$ cat src/rtl/change_dispenser.sv
// Greedy coin change dispenser: pays a refund from three finite coin tubes,
// one coin per cycle, and reports any unpaid remainder.
module change_dispenser #(
  parameter logic [7:0] COIN_A   = 8'd10,
  parameter logic [7:0] COIN_B   = 8'd5,
  parameter logic [7:0] COIN_C   = 8'd1,
  parameter logic [7:0] INIT_CNT = 8'd20
) (
  input  logic       clk,
  input  logic       reset,
  input  logic       refund_valid,
  input  logic [7:0] refund_amt,
  input  logic       refill,
  output logic       ready,
  output logic       coin_valid,
  output logic [7:0] coin_value,
  output logic       done,
  output logic       short_pay,
  output logic [7:0] short_amt,
  output logic [7:0] inv_a,
  output logic [7:0] inv_b,
  output logic [7:0] inv_c
);

  typedef enum logic [1:0] {IDLE = 2'd0, PAY = 2'd1, DONE = 2'd2} state_t;
  typedef enum logic [1:0] {SEL_NONE = 2'd0, SEL_A = 2'd1, SEL_B = 2'd2, SEL_C = 2'd3} sel_t;

  state_t     state, state_nxt;
  sel_t       sel;
  logic [7:0] remain, remain_nxt;
  logic [7:0] inv_a_nxt, inv_b_nxt, inv_c_nxt;
  logic [7:0] coin_value_nxt, short_amt_nxt;
  logic       ready_nxt, coin_valid_nxt, done_nxt, short_pay_nxt;

  // Largest denomination that still fits in the remainder and is in stock.
  function automatic sel_t greedy_pick(input logic [7:0] rem, input logic [7:0] ca,
                                       input logic [7:0] cb, input logic [7:0] cc);
    if (ca != 8'd0 && COIN_A <= rem) return SEL_A;
    if (cb != 8'd0 && COIN_B <= rem) return SEL_B;
    if (cc != 8'd0 && COIN_C <= rem) return SEL_C;
    return SEL_NONE;
  endfunction

  assign sel = greedy_pick(remain, inv_a, inv_b, inv_c);

  always_ff @(posedge clk) begin
    if (reset) begin
      state      <= IDLE;
      remain     <= 8'd0;
      ready      <= 1'b1;
      coin_valid <= 1'b0;
      coin_value <= 8'd0;
      done       <= 1'b0;
      short_pay  <= 1'b0;
      short_amt  <= 8'd0;
      inv_a      <= INIT_CNT;
      inv_b      <= INIT_CNT;
      inv_c      <= INIT_CNT;
    end else begin
      state      <= state_nxt;
      remain     <= remain_nxt;
      ready      <= ready_nxt;
      coin_valid <= coin_valid_nxt;
      coin_value <= coin_value_nxt;
      done       <= done_nxt;
      short_pay  <= short_pay_nxt;
      short_amt  <= short_amt_nxt;
      inv_a      <= inv_a_nxt;
      inv_b      <= inv_b_nxt;
      inv_c      <= inv_c_nxt;
    end
  end

  always_comb begin
    state_nxt = state;
    case (state)
      IDLE:    if (refund_valid) state_nxt = PAY;
      PAY:     if (sel == SEL_NONE) state_nxt = DONE;
      DONE:    state_nxt = IDLE;
      default: state_nxt = IDLE;
    endcase
  end

  always_comb begin
    remain_nxt     = remain;
    inv_a_nxt      = inv_a;
    inv_b_nxt      = inv_b;
    inv_c_nxt      = inv_c;
    coin_valid_nxt = 1'b0;
    coin_value_nxt = 8'd0;
    done_nxt       = 1'b0;
    short_pay_nxt  = short_pay;
    short_amt_nxt  = short_amt;
    ready_nxt      = (state_nxt == IDLE);
    case (state)
      IDLE: begin
        // Refill lands before the payout starts, so a same-cycle refund sees full tubes.
        if (refill) begin
          inv_a_nxt = INIT_CNT;
          inv_b_nxt = INIT_CNT;
          inv_c_nxt = INIT_CNT;
        end
        if (refund_valid) begin
          remain_nxt    = refund_amt;
          short_pay_nxt = 1'b0;
          short_amt_nxt = 8'd0;
        end
      end
      PAY: begin
        case (sel)
          SEL_A: begin
            coin_valid_nxt = 1'b1;
            coin_value_nxt = COIN_A;
            remain_nxt     = remain - COIN_A;
            inv_a_nxt      = inv_a - 8'd1;
          end
          SEL_B: begin
            coin_valid_nxt = 1'b1;
            coin_value_nxt = COIN_B;
            remain_nxt     = remain - COIN_B;
            inv_b_nxt      = inv_b - 8'd1;
          end
          SEL_C: begin
            coin_valid_nxt = 1'b1;
            coin_value_nxt = COIN_C;
            remain_nxt     = remain - COIN_C;
            inv_c_nxt      = inv_c - 8'd1;
          end
          default: begin
            done_nxt      = 1'b1;
            short_pay_nxt = (remain != 8'd0);
            short_amt_nxt = remain;
          end
        endcase
      end
      default: ;
    endcase
  end

endmodule

$ cat config.mk
export PLATFORM = sky130hd
export DESIGN_NAME = change_dispenser
export DESIGN_NICKNAME = d
export VERILOG_FILES = /design/src/rtl/change_dispenser.sv
export SDC_FILE = /design/constraint.sdc
export NUM_CORES = 1
export LEC_CHECK = 0
export ABC_AREA = 1
export CORE_ASPECT_RATIO = 0.75
export CORE_MARGIN = 4
export CORE_UTILIZATION = 45
export DETAILED_ROUTE_END_ITERATION = 7
export PLACE_DENSITY = 0.73
export SETUP_SLACK_MARGIN = 0.5
export SLEW_MARGIN = 20
export SYNTH_ARGS = -nofsm -noshare
export SYNTH_HDL_FRONTEND = slang
export SYNTH_SLANG_ARGS = --single-unit
export TNS_END_PERCENT = 30
$ cat constraint.sdc
create_clock -name clk -period 3.7 [get_ports clk]
set_clock_uncertainty 0.1 [all_clocks]
set_input_delay 0.37 -clock clk [delete_from_list [all_inputs] [get_ports clk]]
set_output_delay 0.37 -clock clk [all_outputs]
set_load 0.005 [all_outputs]
==> results of run 1 <==
==> cell type report <==
| class | instances | area, µm² |
|---|---|---|
| clock buffer | 7 | 86.3 |
| clock inverter | 1 | 30.0 |
| fill | 653 | 2730 |
| multi-input combinational | 341 | 1840 |
| tap | 81 | 101 |
| inverter | 51 | 204 |
| sequential | 49 | 981 |
| timing repair buffer | 54 | 533 |
==> worst max-delay path: stages, from the launching register on <==
cell and delay [ns]:
dfxtp_1 0.44, inv_1 0.19, ha_1 0.25, inv_1 0.06, nand2_1 0.11, nand2_2 0.15, nor2_1 0.07, nor2_1 0.27
nand2_2 0.11, nand2_1 0.12, nand2_4 0.11, inv_4 0.12, nand4_2 0.08, a21oi_2 0.12
==> final timing paths <==
path,startpoint,to,depth (start not counted)
worst min register to register,short_amt[3],short_amt[3],2
worst max register to register,remain[1],inv_b[3],13
worst min-delay path,short_amt[3],short_amt[3],2
worst max-delay path,remain[1],inv_b[3],13
==> cell usage after synthesis, types with 9 or more instances <==
cell type | number | area, µm²
xor2_1 | 18 | 158
ha_1 | 13 | 163
inv_1 | 44 | 165
nand3_1 | 50 | 250
nor2_1 | 63 | 236
nand4_1 | 9 | 56.3
a21oi_1 | 20 | 100
dfxtp_1 | 49 | 981
nand2_1 | 94 | 353
o21ai_1 | 18 | 90.1
o21ai_0 | 10 | 50.1
==> state kept, by name, summed over array words and instances (netlist names), 2 cells and up <==
signal and count:
inv_a 8, inv_b 8, inv_c 8, remain 8, short_amt 8, coin_value 3, state 2
==> layer usage <==
metal	share of wire, %	GRT usage (%)
met1	52	27.8
met2	42	28.6
met3	5.6	4.20
met4	0.80	4.78
met5	0	0
==> power groups by stage <==
stage	Combinational, W	Clock [W]	Sequential, W
after floorplan	0.000674	0	0.000633
after global placement	0.000856	0	0.000653
after detailed placement	0.000867	0	0.000655
final	0.000875	0.000408	0.000644
after CTS	0.000872	0.000415	0.000643
after global routing	0.000978	0.000437	0.000653
==> metrics by stage <==
step	utilization [%]	hold slack [ns]
floorplan	-	0.368
global placement	56.3	0.365
detailed placement	56.3	0.369
CTS	58.1	0.382
global route	58.1	0.400
finish	58.1	0.381
==> cells by family (layout without fill, tap and decap cells) <==
kind of cell	Yosys count	after routing	share of synthesized area [%]
other cells	1	4	0.121
fa+ha+maj	13	13	5.24
buf+inv	65	113	9.50
compound gates	57	57	10.3
xor+xnor	20	20	5.64
simple gates	247	247	37.6
flops	49	49	31.6
==> flow_metrics.env, run 1 <==
export IMPL_syn2layout_area_growth_pct=21.6
export IMPL_final_cell_area_um2=3780
export IMPL_drt_drc_violations_left=0
export IMPL_synthCells=452
export IMPL_grt_pass1_wl_um=13100
export IMPL_dieArea_um2=8310
export IMPL_final_common_cell="nand2_1"
export IMPL_rows=25
export IMPL_synthArstFlopShare_pct=0
export IMPL_slew_headroom_pct=45.7
export IMPL_ir_worst_vdd_mv=0.265
export IMPL_pwr_share_clk_pct=21.2
export IMPL_fp_coreArea_um2=6510
export IMPL_p_int_w=0.00111
export IMPL_n_antenna_cell=0
export IMPL_wl_per_cell_um=13.3
export IMPL_p_leak_nw=1.64
export IMPL_final_period_utilization_pct=63.5
export IMPL_first_pass_iters=6
export IMPL_ctsHoldBuffers=0
export IMPL_globalplace_congestion=0.893
export IMPL_fp_dieH_um=80.0
export IMPL_final_cell_mix="nand2_1 (94), nor2_1 (63), clkdlybuf4s50_1 (51), nand3_1 (50), dfxtp_1 (49)"
export IMPL_setup_violations_final=0
export IMPL_reg2reg_slack_ns=1.35
export IMPL_seq_power_share_pct=33.4
export IMPL_cts_sinks=49
export IMPL_grt_usage_pct=19.2
export IMPL_fin_crit_ns=2.35
export IMPL_die_w_um=104
export IMPL_via_per_inst=5.13
export IMPL_cp_max_fo=9
export IMPL_drive_gt1_share_pct=9.74
export IMPL_vias=2997
export IMPL_clock_latency_ns=0.31
export IMPL_hold_class="reg -> reg"
export IMPL_synth_seq_cells=49
export IMPL_tns_ns=0
export IMPL_synth_enable_flop_cells=0
export IMPL_cts_tree="done"
export IMPL_tightestPinTransition_ns=0.806
export IMPL_critPathLaunchType="flip-flop"
export IMPL_grt_overflow=0
export IMPL_dpl_worst_slack_ns=1.24
export IMPL_nNetsFinal=527
export IMPL_rsz0062_at_grt="no"
export IMPL_synth_area_um2=3110
export IMPL_p_switching_w=0.000818
export IMPL_crit_type="reg -> reg"
export IMPL_post_cts_buffers=0
export IMPL_placement_cell_area_um2=3660
export IMPL_cp_required_ns=3.85
export IMPL_drt_initial_drc_count=190
export IMPL_total_power_w=0.00193
export IMPL_cts_buffers_inserted=5
export IMPL_critical_path_arrival_ns=2.50
export IMPL_grt_max_degree=20
export IMPL_cts_max_level=2
export IMPL_finalHoldViolCount=0
export IMPL_cts_buffer_depth=2
export IMPL_p_comb_share_pct=45.4
export IMPL_setup_ws_ns=1.35
export IMPL_routed_wl_um=7770
export IMPL_fin_cells=584
export IMPL_clk_pin_slew_ns=0.09
export IMPL_start_util_pct=47.8
export IMPL_drv_slew=0
export IMPL_synth_seq_area_share_pct=31.6
export IMPL_placed_cells=576
export IMPL_antenna_found_initial=0
export IMPL_dp_hpwl_um=5940
export IMPL_syn_area_per_cell_um2=6.87
export IMPL_pin_count=56
export IMPL_ys_flop_type="dfxtp_1"
export IMPL_ys_types=37
export IMPL_io_buffers=51
export IMPL_grt_pass1_vias=2737
export IMPL_clock_fmax_ghz=0.426
export IMPL_status="completed"
export IMPL_end_kind="flip-flop"
export IMPL_cts_root_buf="clkbuf_8"
export IMPL_post_cts_resized_instances=0
export IMPL_sw_frac_of_total_pct=42.4
export IMPL_powerDensity_nw_per_um2=510
export IMPL_drv_cap=0
export IMPL_ant_nets=0
export IMPL_yosysWarningCount=0
Note: power is estimated with default switching activity, not from simulation.
==> inputs of run 2 (changes only) <==
==> constraint.sdc (replaced) <==
create_clock -name clk -period 2.4 [get_ports clk]
set_clock_uncertainty 0.1 [all_clocks]
set_input_delay 0.24 -clock clk [delete_from_list [all_inputs] [get_ports clk]]
set_output_delay 0.24 -clock clk [all_outputs]
set_load 0.005 [all_outputs]
==> run 2 against run 1 <==
Effect of this change: non-clock buffer count grew 23; design area grew 11%; sequential share of layout area shrank 1.9 points; setup slack lost 0.92 ns; global-route usage grew 1.6 points; power grew 74%; first-iteration DRC count grew 68%; critical path depth grew 1; register-to-register slack lost 0.92 ns; final cell count grew 4.5%; hold slack gained 0.0012 ns; utilization grew 6.1 points; critical path type unchanged; largest cell class unchanged; largest power group unchanged.
==> flow_metrics.env, run 2 (synthesized netlist as in run 1, its figures left out) <==
export IMPL_status="completed"
export IMPL_io_buffers=51
export IMPL_rsz0062_at_grt="yes"
export IMPL_ir_worst_vdd_mv=0.450
export IMPL_clock_fmax_ghz=0.508
export IMPL_cp_required_ns=2.54
export IMPL_drv_slew=0
export IMPL_multi_input_area_um2=2030
export IMPL_via_per_inst=5.39
export IMPL_drt_initial_drc_count=320
export IMPL_crit_top_cell="nor2_1"
export IMPL_cts_max_level=2
export IMPL_fin_crit_ns=1.97
export IMPL_ctsHoldBuffers=0
export IMPL_wl_per_cell_um=14.9
export IMPL_grt_pass1_vias=2931
export IMPL_routed_wl_um=9090
export IMPL_placed_cells=577
export IMPL_fp_dieH_um=80.0
export IMPL_fin_cells=610
export IMPL_setup_violations_final=0
export IMPL_vias=3286
export IMPL_critPathLaunchType="flip-flop"
export IMPL_cts_buffers_inserted=5
export IMPL_fill_cells=559
export IMPL_tns_ns=0
export IMPL_end_kind="flip-flop"
export IMPL_fp_coreArea_um2=6510
export IMPL_globalplace_congestion=0.945
export IMPL_nNetsFinal=553
export IMPL_clock_latency_ns=0.31
export IMPL_ant_nets=0
export IMPL_final_common_cell="nand2_1"
export IMPL_final_period_utilization_pct=81.9
export IMPL_pin_count=56
export IMPL_grt_pass1_wl_um=14100
export IMPL_antenna_found_initial=0
export IMPL_crit_slowest_cell="dfxtp_4"
export IMPL_cp_max_fo=6
export IMPL_n_antenna_cell=0
export IMPL_first_pass_iters=5
export IMPL_grt_overflow=0
export IMPL_syn2layout_area_growth_pct=34.4
export IMPL_ff_latch_area_um2=1010
export IMPL_setup_ws_ns=0.433
export IMPL_slowest_delay_ns=0.38
export IMPL_cts_root_buf="clkbuf_8"
export IMPL_cts_sinks=49
export IMPL_drive_gt1_share_pct=23.3
export IMPL_die_w_um=104
export IMPL_powerDensity_nw_per_um2=805
export IMPL_cts_buffer_depth=2
export IMPL_dieArea_um2=8310
export IMPL_rows=25
export IMPL_dp_hpwl_um=6160
export IMPL_clk_pin_slew_ns=0.09
export IMPL_final_cell_mix="nand2_1 (89), nor2_1 (59), clkdlybuf4s50_1 (51), nand3_1 (46), dfxtp_1 (35)"
export IMPL_total_power_w=0.00336
export IMPL_drv_cap=0
export IMPL_grt_usage_pct=20.7
export IMPL_crit_type="reg -> reg"
export IMPL_start_util_pct=47.8
export IMPL_finalHoldViolCount=0
export IMPL_critical_path_arrival_ns=2.11
export IMPL_p_leak_nw=1.80
export IMPL_hold_class="reg -> reg"
export IMPL_drt_drc_violations_left=0
export IMPL_cts_tree="done"
export IMPL_dpl_worst_slack_ns=0.153
export IMPL_grt_max_degree=20
export IMPL_crit_chain="inv_6, ha_4, inv_4, nand2_4, nand2_4, o21ai_4, buf_6, nand3_4, buf_4, nor2_1, nor2_1, nor2_1, nor2_1, nor2_1"
[run 2: cell count changes in the layout (fill, tap and decap cells not counted), moves of 5 or more]
cell	change
buf_4	+20
inv_1	-11
dfxtp_2	+11
dfxtp_1	-14
nand2_1	-5
inv_2	+8
[run 2: per-stage QoR]
stage | cell area (µm²) | hold slack, ns | utilization (%)
after floorplan | 3120 | 0.332 | -
after global placement | 3670 | 0.367 | 56.4
after detailed placement | 3670 | 0.372 | 56.4
after CTS | 3930 | 0.384 | 60.3
after global routing | 4170 | 0.410 | 64.2
final | 4170 | 0.382 | 64.2
[run 2: timing repair]
item | CTS | global route
cloned | 3 | 0
pin swaps | 9 | 12
setup buffers | 8 | 14
resized for setup | 27 | 48
setup endpoints to repair | 41 | 42
endpoints found under the hold margin | 0 | 0
[run 2: area by class of cell]
type	count	area share, %
Multi-Input combinational cell	343	48.6
Sequential cell	49	24.1
Timing Repair Buffer	77	17.4
Inverter	51	5.31
Tap cell	81	2.43
Clock buffer	5	1.65
Clock inverter	3	0.420
Timing Repair inverter	1	0.120
[run 2: routing by layer]
layer  vias up  part of all wire, %  track usage [%]
li1       1597                    -                -
met1      1506                   46             29.6
met2       168                   44             32.8
met3        15                  8.4             3.56
met4         0                  1.0             4.25
met5         -                    0                0
[run 2: critical path, delay by kind of cell (launching register included)]
family	cells	cell delay [ns]
compound gates	1	0.26
buf+inv	4	0.41
flops	1	0.38
fa+ha+maj	1	0.17
simple gates	8	0.56
[run 2: report_power, final]
| group | internal, W | leakage, nW | total, W | switching, W |
|---|---|---|---|---|
| sequential | 0.000903 | 0.405 | 0.00103 | 0.000122 |
| combinational | 0.000740 | 1.35 | 0.00183 | 0.00109 |
| clock | 0.000202 | 0.0439 | 0.000505 | 0.000303 |
| total | 0.00185 | 1.80 | 0.00336 | 0.00152 |
[run 2: final timing paths]
check	start	end	slack (ns)	cells past startpoint
worst max register to register	remain[1]	remain[3]	0.43	14
worst max-delay path	remain[1]	remain[3]	0.43	14
worst min-delay path	inv_a[0]	inv_a[0]	0.38	2
worst min register to register	inv_a[0]	inv_a[0]	0.38	2
==> inputs of run 3 (changes only) <==
--- a/config.mk
+++ b/config.mk
@@ -10,7 +10,7 @@
 export CORE_MARGIN = 4
 export CORE_UTILIZATION = 45
 export DETAILED_ROUTE_END_ITERATION = 7
-export PLACE_DENSITY = 0.73
+export PLACE_DENSITY = 0.76
 export SETUP_SLACK_MARGIN = 0.5
 export SLEW_MARGIN = 20
 export SYNTH_ARGS = -nofsm -noshare
==> constraint.sdc (replaced) <==
create_clock -name clk -period 1.65 [get_ports clk]
set_clock_uncertainty 0.1 [all_clocks]
set_input_delay 0.165 -clock clk [delete_from_list [all_inputs] [get_ports clk]]
set_output_delay 0.165 -clock clk [all_outputs]
set_load 0.005 [all_outputs]
==> run 3 against run 2 <==
Effect of this change: the flow now finishes with violations (setup timing); die area stayed put; non-clock buffer count is 65 higher; hold slack worse by 0.0041 ns; via count is 12% higher; critical path type unchanged; critical endpoint is now inv_c[2]; clock power is 82% higher.
==> flow_metrics.env, run 3 (synthesized netlist as in run 1, its figures left out) <==
export IMPL_end_kind="flip-flop"
export IMPL_failed_checks="setup timing"
export IMPL_slowest_delay_ns=0.38
export IMPL_grt_usage_pct=22.1
export IMPL_fin_util_pct=74.3
export IMPL_cts_sinks=49
export IMPL_rows=25
export IMPL_hp_start="short_pay"
export IMPL_clock_latency_ns=0.31
export IMPL_first_pass_iters=5
export IMPL_cts_tree="done"
export IMPL_drt_initial_drc_count=401
export IMPL_setup_violations_final=47
export IMPL_cts_root_buf="clkbuf_8"
export IMPL_reg2reg_slack_ns=-0.30
export IMPL_ir_worst_vdd_mv=0.662
export IMPL_wl_per_cell_um=16.2
export IMPL_nNetsFinal=620
export IMPL_fin_crit_ns=1.95
export IMPL_pin_count=56
export IMPL_cp_top_family="simple AND/OR/NAND/NOR gates"
export IMPL_fp_dieH_um=80.0
export IMPL_dp_hpwl_um=6830
export IMPL_grt_pass1_wl_um=15100
export IMPL_drive_gt1_share_pct=33.7
export IMPL_critPathLaunchType="flip-flop"
export IMPL_crit_type="reg -> reg"
export IMPL_via_per_inst=5.45
export IMPL_cp_max_fo=5
export IMPL_grt_overflow=0
export IMPL_cts_buffer_depth=2
export IMPL_powerDensity_nw_per_um2=1170
export IMPL_whs_path_depth=2
export IMPL_p_leak_nw=2.23
export IMPL_cts_buffers_inserted=5
export IMPL_clk_pin_slew_ns=0.09
export IMPL_final_cell_mix="buf_4 (86), nand2_1 (80), nor2_1 (53), nand3_1 (46)"
export IMPL_dieArea_um2=8310
export IMPL_drv_cap=0
export IMPL_setup_ws_ns=-0.298
export IMPL_io_buffers=51
export IMPL_cp_num_buf_inv=3
export IMPL_cp_required_ns=1.75
export IMPL_clock_fmax_ghz=0.513
export IMPL_routed_wl_um=11000
export IMPL_finalHoldViolCount=0
export IMPL_n_antenna_cell=0
export IMPL_drv_slew=0
export IMPL_grt_max_degree=15
export IMPL_critical_path_arrival_ns=2.05
export IMPL_grt_pass1_vias=3206
export IMPL_crit_slowest_cell="dfxtp_4"
export IMPL_start_util_pct=47.8
export IMPL_crit_chain="inv_4, ha_4, inv_2, nand2_4, nand2_4, o21ai_4, nand3_2, nand2_4, nand2_8, inv_8, nand2_2, nand2_1, nand3_1"
export IMPL_hold_class="reg -> reg"
export IMPL_rsz0062_at_grt="yes"
export IMPL_globalplace_congestion=0.895
export IMPL_final_common_cell="buf_4"
export IMPL_drt_drc_violations_left=0
export IMPL_final_period_utilization_pct=118
export IMPL_ant_nets=0
export IMPL_dpl_worst_slack_ns=-0.161
export IMPL_worstRegToRegCells=13
export IMPL_hold_end="short_pay"
export IMPL_r2r_start="remain[0]"
export IMPL_status="finished, violations left"
export IMPL_worstReg2RegEnd="inv_c[2]"
export IMPL_vias=3690
export IMPL_syn2layout_area_growth_pct=55.5
export IMPL_die_w_um=104
export IMPL_cts_max_level=2
export IMPL_fp_coreArea_um2=6510
export IMPL_crit_top_cell="nand2_4"
export IMPL_antenna_found_initial=0
-- run 3: cell types whose count changed in the layout (fill, tap and decap cells not counted), sizes merged --
| cell | previous run | this run |
|---|---|---|
| buf | 26 | 93 |
| clkinvlp | 1 | 0 |
| dlymetal6s2s | 0 | 1 |
| clkinv | 3 | 0 |
| clkdlybuf4s15 | 0 | 8 |
| clkbuf | 5 | 8 |
| dlygate4sd2 | 0 | 5 |
| bufinv | 0 | 1 |
| inv | 51 | 52 |
| clkdlybuf4s50 | 51 | 34 |
| nand2 | 110 | 112 |
-- run 3: metrics by stage --
step | hold slack (ns) | power (W) | TNS [ns] | cells | cell area [µm²]
final | 0.378 | 0.00567 | -7.67 | 677 | 4830
after CTS | 0.379 | 0.00508 | -4.04 | 665 | 4500
after detailed placement | 0.369 | 0.00401 | -3.91 | 649 | 4290
after floorplan | 0.240 | 0.00302 | -1.13 | 455 | 3190
after global routing | 0.397 | 0.00598 | -12.09 | 677 | 4830
after global placement | 0.367 | 0.00395 | -2.65 | 649 | 4290
-- run 3: how the worst max path moves through the flow --
stage	start	endpoint	slack [ns]	cells past startpoint
6_report	remain[0]	inv_c[2]	-0.30	13
4_1_cts	remain[2]	remain[7]	-0.16	10
3_5_place_dp	remain[0]	remain[7]	-0.16	11
3_3_place_gp	remain[0]	remain[7]	-0.11	11
5_1_grt	remain[0]	short_amt[3]	-0.35	10
2_1_floorplan	remain[1]	remain[5]	-0.09	12
-- run 3: per-layer routing --
| layer | vias up | share of wire [%] | track usage [%] |
|---|---|---|---|
| li1 | 1742 | - | - |
| met1 | 1671 | 41 | 29.7 |
| met2 | 227 | 47 | 36.6 |
| met3 | 50 | 8.7 | 4.37 |
| met4 | 0 | 3.5 | 5.18 |
| met5 | - | 0 | 0 |
-- run 3: area by class of cell --
| type | instances | area (µm²) |
|---|---|---|
| Tap cell | 81 | 101 |
| Clock inverter | 1 | 30.0 |
| Inverter | 51 | 221 |
| Clock buffer | 7 | 86.3 |
| Timing Repair inverter | 1 | 8.76 |
| Multi-Input combinational cell | 345 | 2170 |
| Timing Repair Buffer | 142 | 1210 |
| Sequential cell | 49 | 996 |
| Fill cell | 452 | 1680 |
-- run 3: power breakdown --
group          internal, W  switching (W)
clock network     0.000495       0.000425
logic              0.00142        0.00190
registers          0.00130       0.000122
total              0.00322        0.00245
-- run 3: worst min-delay path, delay by kind of cell (launching register included) --
kind / cells / cell delay [ns]
AOI/OAI and AO/OA: 1 / 0.05
DFF: 1 / 0.32
and+or+nand+nor: 1 / 0.07
-- run 3: repair_timing --
item                       in CTS  in global routing
buffers inserted                7                  8
hold buffers                    0                  0
gates resized for setup        34                 71
gates cloned                    1                  4
pin swaps                       8                 10
setup endpoints to repair      89                 89
